**config.mk**
```make
export PLATFORM = sky130hd
export DESIGN_NAME = reg_file_sb_flat
export DESIGN_NICKNAME = d
export VERILOG_FILES = /design/src/rtl/reg_file_sb_if.sv /design/src/rtl/reg_file_sb.sv /design/src/flat_wrapper.sv
export SDC_FILE = /design/constraint.sdc
export NUM_CORES = 2
export LEC_CHECK = 0
export CELL_PAD_IN_SITES_DETAIL_PLACEMENT = 1
export CELL_PAD_IN_SITES_GLOBAL_PLACEMENT = 2
export CORE_ASPECT_RATIO = 1.4
export CORE_MARGIN = 4
export CORE_UTILIZATION = 45
export CTS_CLUSTER_SIZE = 14
export DETAILED_ROUTE_END_ITERATION = 8
export GPL_TIMING_DRIVEN = 0
export PLACE_DENSITY_LB_ADDON = 0.25
export SYNTH_ARGS = -nofsm -noshare
export SYNTH_HDL_FRONTEND = slang
export SYNTH_SLANG_ARGS = --single-unit
export TNS_END_PERCENT = 5
```
**constraint.sdc**
```tcl
create_clock -name clk -period 100.1 [get_ports clk]
set_clock_uncertainty 0.2 [all_clocks]
set_input_delay 30.03 -clock clk [delete_from_list [all_inputs] [get_ports clk]]
set_output_delay 30.03 -clock clk [all_outputs]
set_load 0.1 [all_outputs]
```
**src/rtl/reg_file_sb_if.sv**
```systemverilog
// Register-file bus: two read ports, write-back port, issue port and scoreboard status.
// The datapath side is the master; the register file is the slave.
interface reg_file_sb_if #(
    parameter int unsigned DATA_W = 32,
    parameter int unsigned ADDR_W = 5
);
    logic [ADDR_W-1:0] readReg1;
    logic [ADDR_W-1:0] readReg2;
    logic [DATA_W-1:0] readData1;
    logic [DATA_W-1:0] readData2;
    logic              regWrite;
    logic [ADDR_W-1:0] writeReg;
    logic [DATA_W-1:0] writeData;
    logic              issue;
    logic [ADDR_W-1:0] issueReg;
    logic              busy1;
    logic              busy2;
    logic              hazard;
    logic              wawIssue;
    logic [ADDR_W:0]   busyCount;

    modport master (
        output readReg1, readReg2, regWrite, writeReg, writeData, issue, issueReg,
        input  readData1, readData2, busy1, busy2, hazard, wawIssue, busyCount
    );

    modport slave (
        input  readReg1, readReg2, regWrite, writeReg, writeData, issue, issueReg,
        output readData1, readData2, busy1, busy2, hazard, wawIssue, busyCount
    );
endinterface

```
**src/rtl/reg_file_sb.sv**
```systemverilog
// Two-read/one-write register file with write-to-read bypass and a per-register
// write-back scoreboard that lets decode stall on RAW hazards.
module reg_file_sb #(
    parameter int unsigned DATA_W   = 32,
    parameter int unsigned ADDR_W   = 5,
    parameter int unsigned ZERO_REG = 1
) (
    input  logic          clk,
    input  logic          rst,
    reg_file_sb_if.slave  bus
);
    localparam int unsigned DEPTH = 1 << ADDR_W;
    localparam bit          ZR    = (ZERO_REG != 0);

    logic [DATA_W-1:0] regs_q [DEPTH];
    logic [DATA_W-1:0] regs_d [DEPTH];
    logic [DEPTH-1:0]  busy_q, busy_d;
    logic [ADDR_W:0]   busy_count_q, busy_count_d;

    logic write_eff, issue_eff, cnt_inc, cnt_dec;

    // Writes and issues to the hard-wired zero register are dropped outright.
    assign write_eff = bus.regWrite & ~(ZR & (bus.writeReg == '0));
    assign issue_eff = bus.issue    & ~(ZR & (bus.issueReg == '0));

    always_comb begin
        regs_d = regs_q;
        busy_d = busy_q;
        if (write_eff) begin
            regs_d[bus.writeReg] = bus.writeData;
            busy_d[bus.writeReg] = 1'b0;
        end
        // Applied after the clear so a same-register issue (younger producer) wins.
        if (issue_eff) begin
            busy_d[bus.issueReg] = 1'b1;
        end
    end

    always_comb begin
        cnt_inc      = issue_eff & ~busy_q[bus.issueReg];
        cnt_dec      = write_eff & busy_q[bus.writeReg] &
                       ~(issue_eff & (bus.issueReg == bus.writeReg));
        busy_count_d = busy_count_q + {{ADDR_W{1'b0}}, cnt_inc}
                                    - {{ADDR_W{1'b0}}, cnt_dec};
    end

    always_ff @(posedge clk or posedge rst) begin
        if (rst) begin
            regs_q       <= '{default: '0};
            busy_q       <= '0;
            busy_count_q <= '0;
        end else begin
            regs_q       <= regs_d;
            busy_q       <= busy_d;
            busy_count_q <= busy_count_d;
        end
    end

    always_comb begin
        bus.readData1 = regs_q[bus.readReg1];
        if (write_eff && (bus.writeReg == bus.readReg1)) begin
            bus.readData1 = bus.writeData;
        end
        if (ZR && (bus.readReg1 == '0)) begin
            bus.readData1 = '0;
        end

        bus.readData2 = regs_q[bus.readReg2];
        if (write_eff && (bus.writeReg == bus.readReg2)) begin
            bus.readData2 = bus.writeData;
        end
        if (ZR && (bus.readReg2 == '0)) begin
            bus.readData2 = '0;
        end
    end

    // A write-back landing this cycle satisfies the read through the bypass.
    assign bus.busy1     = busy_q[bus.readReg1] & ~(bus.regWrite & (bus.writeReg == bus.readReg1));
    assign bus.busy2     = busy_q[bus.readReg2] & ~(bus.regWrite & (bus.writeReg == bus.readReg2));
    assign bus.hazard    = bus.busy1 | bus.busy2;
    assign bus.wawIssue  = issue_eff & busy_q[bus.issueReg];
    assign bus.busyCount = busy_count_q;
endmodule

```
**src/flat_wrapper.sv**
```systemverilog
// flat-port wrapper written by rule: the top's interface ports become plain ports
module reg_file_sb_flat 
#(
    parameter int unsigned DATA_W   = 32,
    parameter int unsigned ADDR_W   = 5,
    parameter int unsigned ZERO_REG = 1
)
  (clk, rst, bus_readReg1, bus_readReg2, bus_regWrite, bus_writeReg, bus_writeData, bus_issue, bus_issueReg, bus_readData1, bus_readData2, bus_busy1, bus_busy2, bus_hazard, bus_wawIssue, bus_busyCount);
  reg_file_sb_if #(.DATA_W(DATA_W), .ADDR_W(ADDR_W)) bus_i ();
  input  logic clk;
  input  logic rst;
  input wire logic [$bits(bus_i.readReg1)-1:0] bus_readReg1;
  input wire logic [$bits(bus_i.readReg2)-1:0] bus_readReg2;
  input wire logic [$bits(bus_i.regWrite)-1:0] bus_regWrite;
  input wire logic [$bits(bus_i.writeReg)-1:0] bus_writeReg;
  input wire logic [$bits(bus_i.writeData)-1:0] bus_writeData;
  input wire logic [$bits(bus_i.issue)-1:0] bus_issue;
  input wire logic [$bits(bus_i.issueReg)-1:0] bus_issueReg;
  output wire logic [$bits(bus_i.readData1)-1:0] bus_readData1;
  output wire logic [$bits(bus_i.readData2)-1:0] bus_readData2;
  output wire logic [$bits(bus_i.busy1)-1:0] bus_busy1;
  output wire logic [$bits(bus_i.busy2)-1:0] bus_busy2;
  output wire logic [$bits(bus_i.hazard)-1:0] bus_hazard;
  output wire logic [$bits(bus_i.wawIssue)-1:0] bus_wawIssue;
  output wire logic [$bits(bus_i.busyCount)-1:0] bus_busyCount;
  assign bus_i.readReg1 = bus_readReg1;
  assign bus_i.readReg2 = bus_readReg2;
  assign bus_i.regWrite = bus_regWrite;
  assign bus_i.writeReg = bus_writeReg;
  assign bus_i.writeData = bus_writeData;
  assign bus_i.issue = bus_issue;
  assign bus_i.issueReg = bus_issueReg;
  assign bus_readData1 = bus_i.readData1;
  assign bus_readData2 = bus_i.readData2;
  assign bus_busy1 = bus_i.busy1;
  assign bus_busy2 = bus_i.busy2;
  assign bus_hazard = bus_i.hazard;
  assign bus_wawIssue = bus_i.wawIssue;
  assign bus_busyCount = bus_i.busyCount;
  reg_file_sb #(.DATA_W(DATA_W), .ADDR_W(ADDR_W), .ZERO_REG(ZERO_REG)) u_core (.clk(clk), .rst(rst), .bus(bus_i));
endmodule
```
==> out/qor.yml <==
yosys:
  synthTopCellsByArea: "dfrtp_1 45%, mux2_2 20%, mux4_2 17%, mux2i_1 2.8%, mux4_1 2.2%"
  syn_area_um2: 58500
  seq_area_frac_synth_pct: 45.4
  yosysTopAreaCellShare_pct: 45.4
  synthFlopType: "dfrtp_1"
  synth_edf_count: 0
  synth_cell_types: 70
  ys_seq_elements: 1062
  synth_fp_nets: 4093
  async_reset_ff_share_pct: 100
  yosysWarnings: 0
  yosysTopAreaCell: "dfrtp_1"
  synth.avg_cell_area_um2: 14.5
  synthCells: 4030
route:
  wl_per_cell_um: 50.7
  met2_length_um: 133000
  vias: 45595
  firstDrtPassIters: 6
  final_antenna_net_count: 0
  wl_met1_um: 104000
  drt_iter0_drc: 6596
  drc_errors: 0
  viasPerCell: 7.43
  postRouteWirelength_um: 311000
  wl_met3_um: 39400
  top_layer_used: "met5"
cts:
  h-tree-depth: 3
  cts.sinks: 1062
  clk_path_buf_depth: 3
  cts_setup_buffers: 0
  post_cts_resized: 0
  cts_root_buf: "clkbuf_16"
  clock_latency_ns: 0.77
  cts_made_buffers: 110
  cts_tree: "built"
  cts.clk_slew.worst_paths_ns: 0.06
  cts_hold_buf: 0
worst_setup_path:
  reg2reg_slack_ns: 96.69
  crit_start: "bus_readReg2[2]"
  crit_chain: "clkdlybuf4s50_1 > buf_2 > inv_2 > nand2_1 > clkbuf_1 > nor2_1 > nor4_1 > nor3_1 > nor2_1 > clkdlybuf4s50_1"
  arrival_ns: 36.42
  crit_path_max_fanout: 11
  r2r_end: "u_core.bus.busyCount[4]"
  crit_path_end_kind: "primary output"
  required_ns: 69.87
  reg2reg_from: "u_core.busy_q[7]"
  reg2reg_depth: 13
  max_stage_delay_ns: 1.33
  startpoint_type: "input pin"
  worst-setup-path-type: "input pin to primary output"
  cpMaxStageDelayCell: "nand2_1"
final_layout:
  drive_gt1_share_pct: 45.6
  final_cell_mix: "1062 x dfrtp_1, 1041 x mux2_2, 441 x mux4_2"
  nFillCells: 12578
  area_delta_synth_final_pct: 13.4
  nNetsFinal: 4345
  layout_commonest_cell: "dfrtp_1"
floorplan:
  die_h_um: 435
  die_area_um2: 136000
  io_pins: 130
  num_rows: 156
  core_area_um2: 129000
  die_w_um: 313
  start_util_pct: 45.3
worst_hold_path:
  min_to: "u_core.regs_q[1015]"
  min-delay-start: "u_core.regs_q[1015]"
  min-delay-path-class: "flip-flop to flip-flop"
  hold_depth: 1
power_and_ir_drop:
  clockPowerShare_pct: 32.2
  p_comb_share_pct: 26.3
  irDropWorstVdd_mv: 0.0130
  finalPower_mw: 1.40
  p_leak_nw: 28.8
  swShare_pct: 32.9
  p_seq_share_pct: 41.5
  internal_power_mw: 0.939
  power.switching_mw: 0.461
  p_per_area_nw_per_um2: 21.1
job:
  maxCapViolations: 20
sta:
  setup_violations: 0
  fin_setup_tns_ns: 0
  rsz0062_at_grt: "false"
  maxSlewViolCount: 188
  maxSlewHeadroom_pct: -11.5
  worst_pin_slew_ns: 1.67
  hold_viol: 0
  fin_crit_ns: 66.65
  fin_crit_sh_pct: 66.6
  fmax_ghz: 0.0150
global_routing:
  grt_usage_pct: 45.3
  antenna_found_initial: 19
  grt_max_degree: 119
  grt_overflow_total: 0
  grt_pass1_vias: 44943
  grt_pass1_wl_um: 409000
outcome:
  status: "finished with violations"
  violations: "max-capacitance violations, max-slew violations"
placement:
  portBuffers: 120
  dp_hpwl_um: 200000
  gp_congestion: 1.02
cell families (layout without fill, tap and decap cells):
kind of cell    Yosys count  in the layout  synth area share, %
buf+inv                 468            812                 4.44
compound gates          377            377                 4.44
mux                    1691           1691                 41.9
other cells               0             23                    0
xor+xnor                 20             20                0.300
flops                  1062           1062                 45.4
simple gates            405            405                 3.28
fa+ha+maj                 7              7                0.163
sequential cells by signal, summed over array words and instances, names as in the netlist:
signal / count
u_core.regs_q: 1024
u_core.busy_q: 32
u_core.bus.busyCount: 6
per-stage QoR:
step	instance area (um^2)	instances	utilization, %	hold slack (ns)	worst slack, ns
final	66300	6135	51.3	0.284	33.45
after global routing	66200	6113	51.3	0.305	33.85
after CTS	66200	6111	51.2	0.283	34.00
after detailed placement	62400	5907	48.3	0.271	34.02
after global placement	61900	5888	47.9	0.253	26.57
after floorplan	58500	4030	-	0.238	35.19
critical path, delay by kind of cell:
family,cells,cell delay (ns)
buf+inv,5,3.84
simple gates,5,2.48
how the worst max path moves through the flow:
stage,slack [ns],end
floorplan,35.19,bus_hazard
global placement,26.57,u_core.regs_q[390]
detailed placement,34.02,bus_readData2[30]
CTS,34.00,bus_readData2[30]
global route,33.85,bus_readData2[30]
finish,33.45,bus_readData2[30]
routing by layer:
metal | vias up | global-route usage (%)
li1 | 16060 | -
met1 | 24378 | 52.3
met2 | 3895 | 65.9
met3 | 1254 | 17.2
met4 | 8 | 39.7
met5 | - | 0
cell usage after synthesis (all sizes together) (4+ instances only):
library cell / number
dfrtp: 1062
mux2: 1041
mux4: 489
buf: 252
clkbuf: 183
mux2i: 161
nand2: 137
nor2: 97
o22ai: 86
o21ai: 73
a22oi: 68
nor3: 40
nand3: 35
a21oi: 28
nor2b: 28
inv: 27
nor4: 22
a22o: 21
a31oi: 19
a211oi: 18
xnor2: 18
a221o: 12
nand2b: 11
o211ai: 10
o32ai: 10
a2111oi: 8
and3: 8
a221oi: 7
nand4: 7
ha: 6
bufbuf: 5
or2: 5
a32o: 4
and2: 4
power by group through the flow:
stage | Clock, mW | Sequential, mW | Combinational (mW)
5_1_grt | 0.466 | 0.587 | 0.380
3_5_place_dp | 0 | 0.583 | 0.359
3_3_place_gp | 0 | 0.578 | 0.349
4_1_cts | 0.448 | 0.576 | 0.360
2_1_floorplan | 0 | 0.569 | 0.254
6_report | 0.450 | 0.581 | 0.368
layout make-up:
| class | instances | area (um^2) | area share, % |
|---|---|---|---|
| Antenna cell | 23 | 57.6 | 0.0868 |
| Buffer | 441 | 2530 | 3.81 |
| Clock buffer | 152 | 3220 | 4.86 |
| Clock inverter | 52 | 606 | 0.913 |
| Inverter | 27 | 109 | 0.164 |
| Multi-Input combinational cell | 2500 | 29400 | 44.3 |
| Sequential cell | 1062 | 26600 | 40.1 |
| Tap cell | 1738 | 2170 | 3.28 |
| Timing Repair Buffer | 140 | 1670 | 2.51 |
Note: power is estimated with default switching activity, not from simulation.
